$ cat src/rtl/triangle_setup.sv
// rtl/triangle_setup.sv - triangle edge/area/bbox setup with fixed 10-cycle latency; optional macro BACKFACE_CULL_EN
module triangle_setup #(
    parameter int COORD_WIDTH = 32,
    parameter int FB_WIDTH    = 320,
    parameter int FB_HEIGHT   = 180
) (
    input  logic                                     clk_in,
    input  logic                                     rst_in_n,
    input  logic                                     start,
    input  logic signed [2:0][3:0][COORD_WIDTH-1:0]  projected_verts,
    output logic signed [2:0][COORD_WIDTH/2:0]       edge_a,
    output logic signed [2:0][COORD_WIDTH/2:0]       edge_b,
    output logic signed [2:0][COORD_WIDTH+1:0]       edge_c,
    output logic signed [COORD_WIDTH+2:0]            area,
    output logic [$clog2(FB_WIDTH)-1:0]              bbox_min_x,
    output logic [$clog2(FB_WIDTH)-1:0]              bbox_max_x,
    output logic [$clog2(FB_HEIGHT)-1:0]             bbox_min_y,
    output logic [$clog2(FB_HEIGHT)-1:0]             bbox_max_y,
    output logic signed [2:0][COORD_WIDTH-1:0]       attr_z,
    output logic signed [2:0][COORD_WIDTH-1:0]       attr_inv_w,
    output logic                                     busy,
    output logic                                     done,
    output logic                                     valid,
    output logic [1:0]                               status
);

    localparam int H   = COORD_WIDTH / 2;
    localparam int CW2 = COORD_WIDTH + 2;
    localparam int AW  = COORD_WIDTH + 3;
    localparam int XW  = $clog2(FB_WIDTH);
    localparam int YW  = $clog2(FB_HEIGHT);
    localparam logic signed [H-1:0] X_MAX = H'(FB_WIDTH - 1);
    localparam logic signed [H-1:0] Y_MAX = H'(FB_HEIGHT - 1);

    typedef enum logic [2:0] {
        S_IDLE,
        S_LOAD,
        S_MUL,
        S_AREA,
        S_CHECK,
        S_DONE
    } state_t;

    state_t r_state;
    state_t w_next;

    logic [2:0][3:0][COORD_WIDTH-1:0] r_verts;
    logic [2:0]                       r_mul_cnt;
    logic signed [H-1:0]              r_xi [3];
    logic signed [H-1:0]              r_yi [3];
    logic signed [2*H-1:0]            r_prod [6];
    logic signed [H-1:0]              r_min_x, r_max_x, r_min_y, r_max_y;
    logic [2:0][H:0]                  r_edge_a, r_edge_b;
    logic [2:0][CW2-1:0]              r_edge_c;
    logic signed [AW-1:0]             r_area;
    logic [XW-1:0]                    r_bbox_min_x, r_bbox_max_x;
    logic [YW-1:0]                    r_bbox_min_y, r_bbox_max_y;
    logic [2:0][COORD_WIDTH-1:0]      r_attr_z, r_attr_w;
    logic [1:0]                       r_status;

    logic signed [H-1:0]   w_xi [3];
    logic signed [H-1:0]   w_yi [3];
    logic signed [H:0]     w_a [3];
    logic signed [H:0]     w_b [3];
    logic signed [H-1:0]   w_min_x, w_max_x, w_min_y, w_max_y;
    logic signed [H-1:0]   w_ma, w_mb;
    logic signed [2*H-1:0] w_prod;
    logic signed [CW2-1:0] w_c [3];
    logic signed [AW-1:0]  w_area;
    logic                  w_disjoint;
    logic [1:0]            w_status;
    logic                  w_unused_frac;

    // Fractional vertex bits only matter for the floor, which the slice already performs.
    assign w_unused_frac = ^{r_verts[0][0][H-1:0], r_verts[0][1][H-1:0],
                             r_verts[1][0][H-1:0], r_verts[1][1][H-1:0],
                             r_verts[2][0][H-1:0], r_verts[2][1][H-1:0]};

    function automatic logic [XW-1:0] clamp_x(input logic signed [H-1:0] v);
        if (v[H-1])         return '0;
        else if (v > X_MAX) return XW'(FB_WIDTH - 1);
        else                return v[XW-1:0];
    endfunction

    function automatic logic [YW-1:0] clamp_y(input logic signed [H-1:0] v);
        if (v[H-1])         return '0;
        else if (v > Y_MAX) return YW'(FB_HEIGHT - 1);
        else                return v[YW-1:0];
    endfunction

    // Integer pixel coordinates, edge A/B coefficients and raw bounding box from the captured vertices.
    always_comb begin
        for (int i = 0; i < 3; i++) begin
            w_xi[i] = $signed(r_verts[i][0][COORD_WIDTH-1:H]);
            w_yi[i] = $signed(r_verts[i][1][COORD_WIDTH-1:H]);
        end
        for (int i = 0; i < 3; i++) begin
            w_a[i] = (H+1)'(w_yi[i]) - (H+1)'(w_yi[(i+1)%3]);
            w_b[i] = (H+1)'(w_xi[(i+1)%3]) - (H+1)'(w_xi[i]);
        end
        w_min_x = w_xi[0];
        w_max_x = w_xi[0];
        w_min_y = w_yi[0];
        w_max_y = w_yi[0];
        for (int i = 1; i < 3; i++) begin
            if (w_xi[i] < w_min_x) w_min_x = w_xi[i];
            if (w_xi[i] > w_max_x) w_max_x = w_xi[i];
            if (w_yi[i] < w_min_y) w_min_y = w_yi[i];
            if (w_yi[i] > w_max_y) w_max_y = w_yi[i];
        end
    end

    // Shared multiplier: even steps form x_i*y_j, odd steps x_j*y_i for edge i = step/2.
    always_comb begin
        w_ma = r_xi[0];
        w_mb = r_yi[1];
        case (r_mul_cnt)
            3'd0: begin w_ma = r_xi[0]; w_mb = r_yi[1]; end
            3'd1: begin w_ma = r_xi[1]; w_mb = r_yi[0]; end
            3'd2: begin w_ma = r_xi[1]; w_mb = r_yi[2]; end
            3'd3: begin w_ma = r_xi[2]; w_mb = r_yi[1]; end
            3'd4: begin w_ma = r_xi[2]; w_mb = r_yi[0]; end
            3'd5: begin w_ma = r_xi[0]; w_mb = r_yi[2]; end
            default: begin w_ma = r_xi[0]; w_mb = r_yi[1]; end
        endcase
        w_prod = w_ma * w_mb;
    end

    // Edge constants, area sum and the prioritised status classification.
    always_comb begin
        for (int i = 0; i < 3; i++) begin
            w_c[i] = CW2'(r_prod[2*i]) - CW2'(r_prod[2*i+1]);
        end
        w_area = AW'(w_c[0]) + AW'(w_c[1]) + AW'(w_c[2]);
        w_disjoint = r_max_x[H-1] || (r_min_x > X_MAX) || r_max_y[H-1] || (r_min_y > Y_MAX);
        w_status = 2'b00;
        if (r_area == '0) begin
            w_status = 2'b10;
`ifdef BACKFACE_CULL_EN
        end else if (r_area[AW-1]) begin
            w_status = 2'b01;
`endif
        end else if (w_disjoint) begin
            w_status = 2'b11;
        end
    end

    // State register.
    always_ff @(posedge clk_in or negedge rst_in_n) begin
        if (!rst_in_n) r_state <= S_IDLE;
        else           r_state <= w_next;
    end

    // Next-state and handshake outputs.
    always_comb begin
        w_next = r_state;
        busy   = 1'b1;
        done   = 1'b0;
        valid  = 1'b0;
        case (r_state)
            S_IDLE: begin
                busy = 1'b0;
                if (start) w_next = S_LOAD;
            end
            S_LOAD:  w_next = S_MUL;
            S_MUL:   if (r_mul_cnt == 3'd5) w_next = S_AREA;
            S_AREA:  w_next = S_CHECK;
            S_CHECK: w_next = S_DONE;
            S_DONE: begin
                done   = 1'b1;
                valid  = (r_status == 2'b00);
                w_next = S_IDLE;
            end
            default: begin
                busy   = 1'b0;
                w_next = S_IDLE;
            end
        endcase
    end

    // Datapath: capture, load, multiply sequence, area, then classification (and un-culled flip).
    always_ff @(posedge clk_in or negedge rst_in_n) begin
        if (!rst_in_n) begin
            r_verts      <= '0;
            r_mul_cnt    <= '0;
            r_min_x      <= '0;
            r_max_x      <= '0;
            r_min_y      <= '0;
            r_max_y      <= '0;
            r_edge_a     <= '0;
            r_edge_b     <= '0;
            r_edge_c     <= '0;
            r_area       <= '0;
            r_bbox_min_x <= '0;
            r_bbox_max_x <= '0;
            r_bbox_min_y <= '0;
            r_bbox_max_y <= '0;
            r_attr_z     <= '0;
            r_attr_w     <= '0;
            r_status     <= '0;
            for (int i = 0; i < 3; i++) begin
                r_xi[i] <= '0;
                r_yi[i] <= '0;
            end
            for (int i = 0; i < 6; i++) r_prod[i] <= '0;
        end else begin
            case (r_state)
                S_IDLE: begin
                    if (start) r_verts <= projected_verts;
                end
                S_LOAD: begin
                    r_mul_cnt    <= '0;
                    r_min_x      <= w_min_x;
                    r_max_x      <= w_max_x;
                    r_min_y      <= w_min_y;
                    r_max_y      <= w_max_y;
                    r_bbox_min_x <= clamp_x(w_min_x);
                    r_bbox_max_x <= clamp_x(w_max_x);
                    r_bbox_min_y <= clamp_y(w_min_y);
                    r_bbox_max_y <= clamp_y(w_max_y);
                    for (int i = 0; i < 3; i++) begin
                        r_xi[i]     <= w_xi[i];
                        r_yi[i]     <= w_yi[i];
                        r_edge_a[i] <= w_a[i];
                        r_edge_b[i] <= w_b[i];
                        r_attr_z[i] <= r_verts[i][2];
                        r_attr_w[i] <= r_verts[i][3];
                    end
                end
                S_MUL: begin
                    r_prod[r_mul_cnt] <= w_prod;
                    r_mul_cnt         <= r_mul_cnt + 3'd1;
                end
                S_AREA: begin
                    for (int i = 0; i < 3; i++) r_edge_c[i] <= w_c[i];
                    r_area <= w_area;
                end
                S_CHECK: begin
                    r_status <= w_status;
`ifndef BACKFACE_CULL_EN
                    // Back-facing triangles are rewound so the rasteriser always sees positive area.
                    if (r_area[AW-1]) begin
                        r_area <= -r_area;
                        for (int i = 0; i < 3; i++) begin
                            r_edge_a[i] <= -r_edge_a[i];
                            r_edge_b[i] <= -r_edge_b[i];
                            r_edge_c[i] <= -r_edge_c[i];
                        end
                    end
`endif
                end
                default: ;
            endcase
        end
    end

    assign edge_a     = r_edge_a;
    assign edge_b     = r_edge_b;
    assign edge_c     = r_edge_c;
    assign area       = r_area;
    assign bbox_min_x = r_bbox_min_x;
    assign bbox_max_x = r_bbox_max_x;
    assign bbox_min_y = r_bbox_min_y;
    assign bbox_max_y = r_bbox_max_y;
    assign attr_z     = r_attr_z;
    assign attr_inv_w = r_attr_w;
    assign status     = r_status;

endmodule

$ cat config.mk
export PLATFORM = sky130hd
export DESIGN_NAME = triangle_setup
export DESIGN_NICKNAME = d
export VERILOG_FILES = /design/src/rtl/triangle_setup.sv
export SDC_FILE = /design/constraint.sdc
export NUM_CORES = 2
export LEC_CHECK = 0
export CAP_MARGIN = 40
export CELL_PAD_IN_SITES_DETAIL_PLACEMENT = 0
export CELL_PAD_IN_SITES_GLOBAL_PLACEMENT = 2
export CORE_UTILIZATION = 38
export DETAILED_ROUTE_END_ITERATION = 12
export MAX_ROUTING_LAYER = met4
export PLACE_DENSITY = 0.89
export SLEW_MARGIN = 10
export SYNTH_ARGS = -nofsm -noshare
export SYNTH_HDL_FRONTEND = slang
export SYNTH_SLANG_ARGS = --single-unit
$ cat constraint.sdc
create_clock -name clk_in -period 24.4 [get_ports clk_in]
set_clock_uncertainty 0.15 [all_clocks]
set_input_delay 4.88 -clock clk_in [delete_from_list [all_inputs] [get_ports clk_in]]
set_output_delay 4.88 -clock clk_in [all_outputs]
set_load 0.005 [all_outputs]
Word level (Yosys, flattened, before mapping)
Index checks and enable logic that the tools add are counted.
- bitwise operators: 1
- $mul: 1
- $add $sub $neg: 22
- reductions and logical operators: 19
- eq/ne operators: 13
- muxes and demuxes: 38
- $lt $le $gt $ge: 16
- operators with widths (operator ; count):
    $pmux W102 S2 ; 1
    $pmux W51 S2 ; 2
    $bwmux W192 ; 1
    $mux W16 ; 8
    $mux W102 ; 1
    $mux W51 ; 2
    $neg A17 Y17 ; 6
    $neg A34 Y34 ; 3
    $sub A16 B16 Y17 ; 6
    $sub A32 B32 Y33 ; 3
    $demux W32 S3 ; 1
    $pmux W35 S2 ; 1
    $gt A16 B16 Y1 ; 4
    $lt A16 B16 Y1 ; 4
    $pmux W16 S2 ; 2
    $gt A16 B10 Y1 const B ; 3
    $gt A16 B9 Y1 const B ; 3
    $mux W9 ; 4
    $add A34 B33 Y35 ; 1
    $logic_not A35 Y1 ; 1
    $mux W35 ; 1
    $neg A35 Y35 ; 1
    $add A33 B33 Y34 ; 1
    $mul A16 B16 Y32 ; 1
    23 further kinds ; 49
- input bits: 387
- word-level logic and storage cells: 162
- register bits after elaboration: 1209
- output and inout bits: 470

Logic depth before layout (Yosys ltp)
- depth in word-level cells: 7
- mapped depth: 34

Least setup slack after synthesis
Ideal clock, no wire load.
- path type: flip-flop to flip-flop
- from: reg r_mul_cnt[1]
- to: reg r_prod[122] (netlist name)
- stages on the path, launching flop included: 30
- path slack: 16.183 ns
- data required time: 24.115 ns
- library setup time: 0.135 ns
- path buffers: 2
- period minus slack after synthesis: 8.217 ns
- data arrival time: 7.932 ns
- path through: dfrtp_1 > inv_1 > ha_1 > inv_1 > o21ai_1 > nor2_1 > clkbuf_1 > a21boi_1 > clkbuf_1 > nor2_1 > fa_1 > inv_1 > fa_1 > fa_1 > inv_1 > fa_1 > fa_1 > inv_1 > fa_1 > inv_1 > ha_1 > a21o_1 > a21o_1 > a221o_1 > a21o_1 > a221o_1 > a2111o_1 > a21oi_1 > xor2_1 > o21ai_0
- longest elaborated chain between the ends: 6
- elaborated cells on any way between the ends: 19
- those cells by class: mul (1); order compare (2); eq/ne (5); mux (5); bitwise (1); reduce/logical (5)
- RTL lines (item ; line ; RTL):
    from (decl) ; 48 ; logic [2:0] r_mul_cnt;
    from (signal assigned) ; 232 ; r_mul_cnt <= r_mul_cnt + 3'd1;
    branches (longest 5 deep; another with $mul A16 B16 Y32) ; n/a ;
    $bwmux W192 * ; 231 ; r_prod[r_mul_cnt] <= w_prod;
    to (signal, indexed assignment) ; 231 ;
    to (decl) ; 51 ; logic signed [2*H-1:0] r_prod [6];
Mark *: on every way between the ends.
A chain may end at the register's enable or synchronous reset.

Final worst setup path
- from: reg r_mul_cnt[1]
- to: reg r_prod[156] (netlist name)
Same word-level chain as after synthesis.

==> flow_metrics.tcl <==
set metrics [dict create \
    cp.required_ps 24870 \
    tns_ps 0 \
    numCtsBuffers 134 \
    ys_ff_latch 1075 \
    cts_setup_buffers 0 \
    synth_compound_area_share_pct 15.3 \
    syn-num-nets 8804 \
    r2r_start "r_mul_cnt[1]$_DFFE_PN0P_" \
    dr.pass1.iters 6 \
    grt_pass1_wl_mm 386 \
    yosys.area_share.adder_pct 15.7 \
    drc 7 \
    critPathSlowestCell "fa_1" \
    clkLatencyLatePin_ps 810 \
    drive_above_1_share_pct 8.34 \
    portBuffers 760 \
    crit_path_end_kind "flop" \
    wl_per_cell_um 23.9 \
    htreeDepth 4 \
    synth_xor_area_share_pct 2.65 \
    grt_max_degree 187 \
    finalSetupViolations 0 \
    vias 59000 \
    final_nets 9444 \
    synth.area.mux_share_pct 5.50 \
    rsz0062_at_grt "no" \
    worstSetupStartpointType "flop" \
    yosysTopAreaCell "dfrtp_1" \
    synth_top_flop_cell "dfrtp_1" \
    slew_headroom_pct 31.9 \
    synthArstFlopShare_pct 100 \
    yosysWarnings 0 \
    dieWidth_um 430 \
    core_area_um2 181000 \
    grt_pass1_vias 58900 \
    arrival_ps 10020 \
    drt-total-wl_mm 260 \
    max_stage_delay_ps 620 \
    grt.overflow.total 0 \
    cts_tree "yes" \
    hold_buffers 0 \
    ant_nets 0 \
    report.final.hold_viol_count 0 \
    antenna_found_initial 32 \
    final.fill_count 17400 \
    hold_start "r_verts[366]$_DFFE_PN0P_" \
    worst_pin_slew_ps 1020 \
    synth_edf_count 0 \
    ios 857 \
    cap_violations 0 \
    yosys.cell_count.top_type "nand2_1" \
    initial_utilization_pct 38.3 \
    clockRootBuffer "clkbuf_16" \
    synthCells 7729 \
    path_clk_slew_ps 60 \
    violations "design-rule violations" \
    drtIter0Drc 4228 \
    synth_top_area_share_pct 38.7 \
    synth_top_cells_by_count "nand2_1 (1368), dfrtp_1 (1075), o21ai_0 (644)" \
    grtUsageTotal_pct 28.6 \
    holdWs_ps 307 \
    fin_cells 10900 \
    fin_crit_ps 9550 \
    syn_area_um2 69400 \
    fmax_mhz 105 \
    place_inst 10600 \
    synth_top_family_by_area "simple AND/OR/NAND/NOR gates" \
    finish.utilization_pct 46.6 \
    status "complete, but fails checks" \
    crit_start "r_mul_cnt[1]$_DFFE_PN0P_" \
    die_y_um 430 \
    yosysUniqueCellTypes 95 \
    place_hpwl_mm 201 \
    vias_per_cell 5.43 \
    clock_path_buffers 3 \
    path_max_fanout 17 \
    gp_congestion 0.963 \
    seq_area_frac_synth_pct 38.7 \
    critPathKind "reg2reg" \
    min_path_type "reg2reg" \
    clock_sinks 1075 \
    fp-row-count 156 \
    synth_area_leaders "dfrtp_1 (39%), fa_1 (8.8%), nand2_1 (7.4%)" \
    syn_area_per_cell_um2 8.99 \
    slew_viol_final 0 \
    period_share_pct 39.1 \
    areaGrowthSynthToFinish_pct 21.6 \
    ctsResizeCount 0 \
    synthSimpleGateAreaFrac_pct 16.8 \
    dieArea_um2 184000 \
    cp_common_cell "fa_1" \
]
==> per-stage QoR <==
| stage | worst slack [ps] | cell area [um2] |
|---|---|---|
| 2_1_floorplan | 16180 | 69400 |
| 3_3_place_gp | 14610 | 79400 |
| 3_5_place_dp | 14770 | 79700 |
| 4_1_cts | 14730 | 84400 |
| 5_1_grt | 14240 | 84500 |
| 6_report | 14850 | 84500 |
==> flip-flops by register name, indices dropped and copies added (netlist names) <==
name	cells
r_mul_cnt	3
attr_inv_w	96
edge_b	51
area	35
bbox_max_x	9
attr_z	96
r_state	3
r_max_x	1
bbox_min_x	9
r_verts	288
edge_c	102
bbox_max_y	8
r_max_y	1
r_min_x	10
r_min_y	14
edge_a	51
r_xi	48
status	2
r_yi	48
r_prod	192
bbox_min_y	8
==> area by class of cell <==
class,count,area [um2],share of cell area [%]
clock buffer,194,3940,4.66
antenna,21,52.6,0.0622
multi-input combinational,5665,38900,46.1
sequential,1075,26900,31.8
clock inverter,47,782,0.926
timing repair buffer,850,8500,10.1
tap,2370,2970,3.51
inverter,643,2410,2.86
==> placed cells by master, fill, tap and decap left out, types with 46 or more instances in the layout <==
cell,Yosys,layout
a211oi_1,46,46
a21o_1,100,100
a21oi_1,463,463
a22oi_1,70,70
a31oi_1,56,56
buf_4,0,73
clkbuf_16,0,134
clkdlybuf4s50_1,0,759
dfrtp_1,1075,1075
fa_1,305,305
ha_1,383,383
inv_1,643,643
mux2_2,308,308
nand2_1,1368,1363
nand2b_1,47,47
nand3_1,120,118
nor2_1,566,564
nor2b_1,47,47
nor3_1,171,170
o21a_1,60,60
o21ai_0,644,644
o22ai_1,63,63
or3_1,92,92
xnor2_1,146,146
xor2_1,64,64
==> cells by family (layout without fill, tap and decap cells) <==
group           Yosys count  count (layout)
simple gates           2663            2663
compound gates         1761            1761
flops                  1075            1075
buf+inv                 989            1734
fa+ha+maj               688             688
mux                     343             343
xor+xnor                210             210
other cells               0              21
==> final timing paths <==
kind,endpoint,slack (ps),cells past startpoint
max in group asynchronous,r_yi[32]$_DFFE_PN0P_,16110,7
max reg2reg,r_prod[156]$_DFFE_PN0P_,14850,30
min reg2reg,attr_inv_w[78]$_DFFE_PN0P_,310,2
min,attr_inv_w[78]$_DFFE_PN0P_,310,2
max,r_prod[156]$_DFFE_PN0P_,14850,30
min in group asynchronous,edge_c[75]$_DFFE_PN0P_,4060,1
==> worst max-delay path, delay by kind of cell (launching register included) <==
family / cells / cell delay, ps
buffers and inverters: 6 / 770
AO/OA/AOI/OAI: 8 / 1980
adder cells (fa/ha/maj): 8 / 3800
flip-flops: 1 / 450
AND/OR/NAND/NOR: 7 / 1600
XOR/XNOR: 1 / 590
==> routing by layer <==
layer	vias up	track usage, %	routed length [um]
met5	-	-	0
met4	0	14.6	15100
met3	442	5.97	16300
met2	1736	46.4	125000
met1	29300	33.5	103000
li1	27600	-	-
Power is not shown: default switching activity piles up to over one toggle a cycle in this logic, so the estimate is an artifact.
